File: config.mk
export PLATFORM = sky130hd
export DESIGN_NAME = seg_scan_display
export DESIGN_NICKNAME = d
export VERILOG_FILES = /design/src/rtl/seg_scan_display.sv
export SDC_FILE = /design/constraint.sdc
export NUM_CORES = 1
export LEC_CHECK = 0
export BUFFER_PORTS_ARGS = -buffer_cell sky130_fd_sc_hd__buf_4
export CORE_ASPECT_RATIO = 0.75
export CORE_MARGIN = 3
export CORE_UTILIZATION = 55
export CTS_BUF_LIST = sky130_fd_sc_hd__clkbuf_8
export CTS_CLUSTER_DIAMETER = 120
export CTS_CLUSTER_SIZE = 24
export DETAILED_ROUTE_END_ITERATION = 10
export HOLD_SLACK_MARGIN = 0.03
export PLACE_DENSITY = 0.82
export SYNTH_ARGS = -nofsm -noshare
export SYNTH_HDL_FRONTEND = slang
export SYNTH_SLANG_ARGS = --single-unit
File: constraint.sdc
create_clock -name clk -period 2.4 [get_ports clk]
set_input_delay 0 -clock clk [delete_from_list [all_inputs] [get_ports clk]]
set_output_delay 0 -clock clk [all_outputs]
set_load 0.01 [all_outputs]
File: src/rtl/seg_scan_display.sv
// Multiplexed common-anode seven-segment scanner with per-digit dp/blank/flash masks and 16-level PWM.
// Optional hex glyphs for codes 10..15 when SEG_HEX_DECODE_EN is defined (otherwise they show "0").
module seg_scan_display #(
    parameter  int NUM_DIGITS   = 4,
    parameter  int DIV_BITS     = 16,
    parameter  int FLASH_FRAMES = 64,
    localparam int IDX_W        = $clog2(NUM_DIGITS)
) (
    input  logic                      clk,
    input  logic                      rst,
    input  logic [4*NUM_DIGITS-1:0]   digits,
    input  logic [NUM_DIGITS-1:0]     dp,
    input  logic [NUM_DIGITS-1:0]     blank,
    input  logic [NUM_DIGITS-1:0]     flash,
    input  logic [3:0]                bright,
    output logic [NUM_DIGITS-1:0]     an,
    output logic [7:0]                seg,
    output logic [IDX_W-1:0]          count
);

    localparam int FR_W = (FLASH_FRAMES > 1) ? $clog2(FLASH_FRAMES) : 1;

    logic [DIV_BITS-1:0]   presc_q, presc_d;
    logic [IDX_W-1:0]      idx_q, idx_d;
    logic [FR_W-1:0]       frame_q, frame_d;
    logic                  phase_q, phase_d;
    logic [NUM_DIGITS-1:0] an_q, an_d;
    logic [7:0]            seg_q, seg_d;
    logic [IDX_W-1:0]      count_q, count_d;

    logic                  tick;
    logic                  duty_on;
    logic                  en;
    logic [NUM_DIGITS-1:0] digit_on;
    logic [3:0]            digit_code [NUM_DIGITS];

    function automatic logic [6:0] decode(input logic [3:0] code);
        logic [6:0] s;
        case (code)
            4'd0:    s = 7'h40;
            4'd1:    s = 7'h79;
            4'd2:    s = 7'h24;
            4'd3:    s = 7'h30;
            4'd4:    s = 7'h19;
            4'd5:    s = 7'h12;
            4'd6:    s = 7'h02;
            4'd7:    s = 7'h78;
            4'd8:    s = 7'h00;
            4'd9:    s = 7'h10;
`ifdef SEG_HEX_DECODE_EN
            4'd10:   s = 7'h08;
            4'd11:   s = 7'h03;
            4'd12:   s = 7'h46;
            4'd13:   s = 7'h21;
            4'd14:   s = 7'h06;
            default: s = 7'h0E;
`else
            default: s = 7'h40;
`endif
        endcase
        return s;
    endfunction

    // Per-digit mask combination, independent of the scan position.
    generate
        for (genvar gi = 0; gi < NUM_DIGITS; gi++) begin : g_digit
            assign digit_code[gi] = digits[4*gi +: 4];
            assign digit_on[gi]   = ~blank[gi] & ~(flash[gi] & phase_q);
        end
    endgenerate

    assign tick    = &presc_q;
    assign duty_on = (presc_q[DIV_BITS-1 -: 4] <= bright);
    assign en      = digit_on[idx_q] & duty_on;

    always_comb begin
        presc_d = presc_q + 1'b1;
        idx_d   = idx_q;
        frame_d = frame_q;
        phase_d = phase_q;
        if (tick) begin
            if (idx_q == IDX_W'(NUM_DIGITS - 1)) begin
                idx_d = '0;
                // Frame end: count frames and flip the flash phase every FLASH_FRAMES frames.
                if (frame_q == FR_W'(FLASH_FRAMES - 1)) begin
                    frame_d = '0;
                    phase_d = ~phase_q;
                end else begin
                    frame_d = frame_q + 1'b1;
                end
            end else begin
                idx_d = idx_q + 1'b1;
            end
        end
        an_d    = en ? ~(NUM_DIGITS'(1) << idx_q) : '1;
        seg_d   = en ? {~dp[idx_q], decode(digit_code[idx_q])} : 8'hFF;
        count_d = idx_q;
    end

    always_ff @(posedge clk) begin
        if (rst) begin
            presc_q <= '0;
            idx_q   <= '0;
            frame_q <= '0;
            phase_q <= 1'b0;
            an_q    <= '1;
            seg_q   <= 8'hFF;
            count_q <= '0;
        end else begin
            presc_q <= presc_d;
            idx_q   <= idx_d;
            frame_q <= frame_d;
            phase_q <= phase_d;
            an_q    <= an_d;
            seg_q   <= seg_d;
            count_q <= count_d;
        end
    end

    assign an    = an_q;
    assign seg   = seg_q;
    assign count = count_q;

endmodule

==> results.txt <==
The flow ran to the end, and the final reports show no timing, DRC or antenna violations. The power density over the cells is 497 nW/um^2. Among all cell types in the netlist, the one instantiated most often is sky130_fd_sc_hd__dfxtp_1. The placeable core region came out at 3150 sq um.

Summed over all nets, wire length on met2 after detailed routing comes to 1920 um. The arrival time of data at the critical path endpoint is 2.25 ns. The routed wire length per instance came out at 14.4 um. The number of pins exceeding their max-slew limit in the final report is 0. The area of the mapped netlist is about 1900 sq um. Once the clock tree was built, the resizer swapped 0 gates to a different size. The tool flagged a number of max-cap violations equal to 0. The commonest cells after synthesis are sky130_fd_sc_hd__dfxtp_1, sky130_fd_sc_hd__nor2_1, sky130_fd_sc_hd__nand3_1. Sequential elements use between 40% and 50% of the synthesized area. The wire-length estimate of the detail-placed layout is ~3200 um. The clock skew came out at between 0.004 and 0.005 ns. By startpoint and endpoint, the worst setup path is classified as reg2reg. The number of design-rule violations left by the first detailed-router iteration is 75.

Setup repair after global routing left no endpoint under its margin. The detailed-route via count came out at ~1600. The maximum root-to-sink buffer count came out at 2. The cell row count came out at 17. The cell type group with the largest total delay on the critical path is simple AND/OR/NAND/NOR gates. The synthesized design contains 39 register bits. The biggest area contributor in the post-synthesis netlist is sky130_fd_sc_hd__dfxtp_1. The remaining max-slew budget at the tightest pin is between 60% and 70%. The final wirelength came out at around 4200 um. The hold buffer count at CTS is 0. On the worst path, the slowest cell contributes a delay of about 0.53 ns. The cell sitting at the root of the clock tree is a sky130_fd_sc_hd__clkbuf_8.

The transition time at the pin with the least slew margin is 0.549 ns. The number of buffers created by CTS came out at 5. Of the cells placed in the final design, the portion with a size suffix greater than 1 is between 20 and 30%. STA classifies the critical path startpoint as a register. The post-synthesis to final-layout area growth is 25.2%. The number of primary I/O pins is between 40 and 50. The worst hold path belongs to the class in2reg.

Timing would allow up to 492 MHz. Dividing the final minimum period by the clock period gives between 80 and 90%. The met1 wire length is 2080 um. The number of buffers and inverters on the critical path is 0. The number of clock sinks came out at 39. The initial standard-cell utilization of the core came out at 61.3%.

The post-synthesis net count is 250. The synthesized area divided by synthesized cell count is ~9.6 sq um. The count of endpoints failing hold in the final timing report came out at 0. VDD sags by at most between 0.4 and 0.5 mV.

Counting flops with an async set or reset pin after synthesis yields a share of 0%. The die covers 4260 sq um. The instance area after placement is 2330 sq um.

The post-layout instance area is approximately 2400 sq um. The capturing element type of the critical path is a register. The H-tree depth is 2.

The vertical die dimension came out at 57.3 um. The largest net degree at the start of global routing is 29. The remaining global-route overflow came out at 0. The length of the first detailed-routing pass in iterations is 4.

The port buffer count is 47. The synthesized netlist cell count came out at about 200. The worst-path maximum fanout is 8.

The global-route wire length before repair is ~7000 um. The count of nets left with antenna violations once routing finished came out at 0. The number of remaining DRC errors came out at 0.

Sorting the synthesized cells by area gives the leading types as sky130_fd_sc_hd__dfxtp_1, sky130_fd_sc_hd__ha_1, sky130_fd_sc_hd__mux4_2, sky130_fd_sc_hd__mux2i_1, sky130_fd_sc_hd__nor2_1. Routability-driven placement finished with a final weighted congestion of between 0.7 and 0.8. The setup slack of the worst register-to-register path is about 0.37 ns.

The design draws 1.20 mW. In this run the top signal layer used is met4. The count of distinct cell types in the synthesized netlist came out at 35. The initial antenna violation count was 0. The clock transition at the registers of the reported paths came out at ~0.07 ns. In the routed layout, each cell is associated on average with a via count of approximately 5.4.

In this run, synthesis inferred 0 flip-flops with an integrated enable. Among all stages on the critical path, the largest delay is contributed by sky130_fd_sc_hd__dfxtp_1. The clock reaches the later pin of the worst-skew pair after between 0.2 and 0.3 ns.

The number of buffers added for setup after CTS came out at 0. At the end of the flow the core is filled with cells to roughly 77%. 0 antenna diodes ended up in the layout.

The routed length on met3 is approximately 180 um. The leakage power of the design came out at roughly 1.0 nW. For this run, the post-layout net count is approximately 300. The floorplan step set the die width to approximately 74 um. The shortest period the worst path allows is just over 2 ns. TritonCTS built the clock tree.

The signal on the critical path passes through ha_1 > and3_1 > and3_1 > nand2_4 > or4_1 > a21oi_1. The warning count from the yosys run is 0. Setup violations remaining at the end of the flow were counted as 0. The share of synthesized area in the top cell type comes to around two fifths.

The most used flip-flop cell after synthesis is sky130_fd_sc_hd__dfxtp_1. The data required time at the worst endpoint is around 2.6 ns. The via count of the first global-routing pass came to around 1500. Counting stages on the worst path, the most repeated cell is sky130_fd_sc_hd__and3_1. For this run, the total global-route usage over all layers was measured as roughly a fifth. Setup total negative slack on the finished layout was measured at 0 ns.
## layout by cell type (no fill, tap or decap), types with 2 or more instances in the layout
cell                        n
sky130_fd_sc_hd__xor2_1     8
sky130_fd_sc_hd__nand3_1   17
sky130_fd_sc_hd__mux2_2     2
sky130_fd_sc_hd__a21oi_1    9
sky130_fd_sc_hd__o21ai_0    7
sky130_fd_sc_hd__nand4_1    3
sky130_fd_sc_hd__nand2_1    8
sky130_fd_sc_hd__o211ai_1   6
sky130_fd_sc_hd__mux2i_1    9
sky130_fd_sc_hd__or3_2      4
sky130_fd_sc_hd__clkbuf_8   5
sky130_fd_sc_hd__nor2b_1    2
sky130_fd_sc_hd__buf_4     52
sky130_fd_sc_hd__o21a_1     2
sky130_fd_sc_hd__ha_1      14
sky130_fd_sc_hd__dfxtp_1   39
sky130_fd_sc_hd__or3_1      2
sky130_fd_sc_hd__xnor2_1    5
sky130_fd_sc_hd__mux4_2     5
sky130_fd_sc_hd__and3_1     4
sky130_fd_sc_hd__nor2_1    24
sky130_fd_sc_hd__inv_1     14
## state kept, by name, summed over array words and instances, names as in the netlist
register and count:
count_d 2, phase_q 1, frame_q 6, count 2, presc_q 16, an 4
seg 8
## stage by stage
step | hold WS [ns] | worst slack [ns] | cells
final | 0.0665 | 0.366 | 292
after global routing | 0.0812 | 0.267 | 292
after CTS | 0.0622 | 0.371 | 292
after detailed placement | 0.359 | 0.384 | 284
after global placement | 0.354 | 0.462 | 284
after floorplan | 0.304 | 0.489 | 202
## worst reg2reg max path: cells and delay by family, from the launching register on
family          cells  cell delay, ns
fa+ha+maj           1            0.25
flops               1            0.53
compound gates      1            0.15
simple gates        4            1.04
## cell families after synthesis
kind of cell,share of synthesized area [%]
AOI/OAI and AO/OA,8.43
muxes,11.7
buffers and inverters,4.02
adders and majority gates,9.08
and+or+nand+nor,20.4
xor gates and xnor gates,5.90
DFF,40.5
## report_power, final
part | leakage, nW | switching, mW | internal, mW
clock network | 0.0505 | 0.214 | 0.195
logic | 0.678 | 0.0523 | 0.0732
registers | 0.317 | 0.00675 | 0.660
## worst paths after layout
check                to  cells past startpoint        from
min             phase_q                      2         rst
min reg2reg  presc_q[0]                      1  presc_q[0]
max          frame_q[5]                      6  count_d[0]
max reg2reg  frame_q[5]                      6  count_d[0]
## area by class of cell
class                           instances  area, sq um
Inverter                               12         45.0
Tap cell                               38         47.5
Clock inverter                          3         12.5
Fill cell                             223          732
Timing Repair Buffer                   52          390
Multi-Input combinational cell        143         1070
Clock buffer                            5         68.8
Sequential cell                        39          781
## routing by layer
metal / vias up / GRT usage [%]
met5: - / 0
met4: 0 / 6.09
met3: 6 / 4.75
met2: 43 / 31.5
met1: 715 / 30.5
li1: 814 / -
Note: power is estimated with default switching activity, not from simulation.
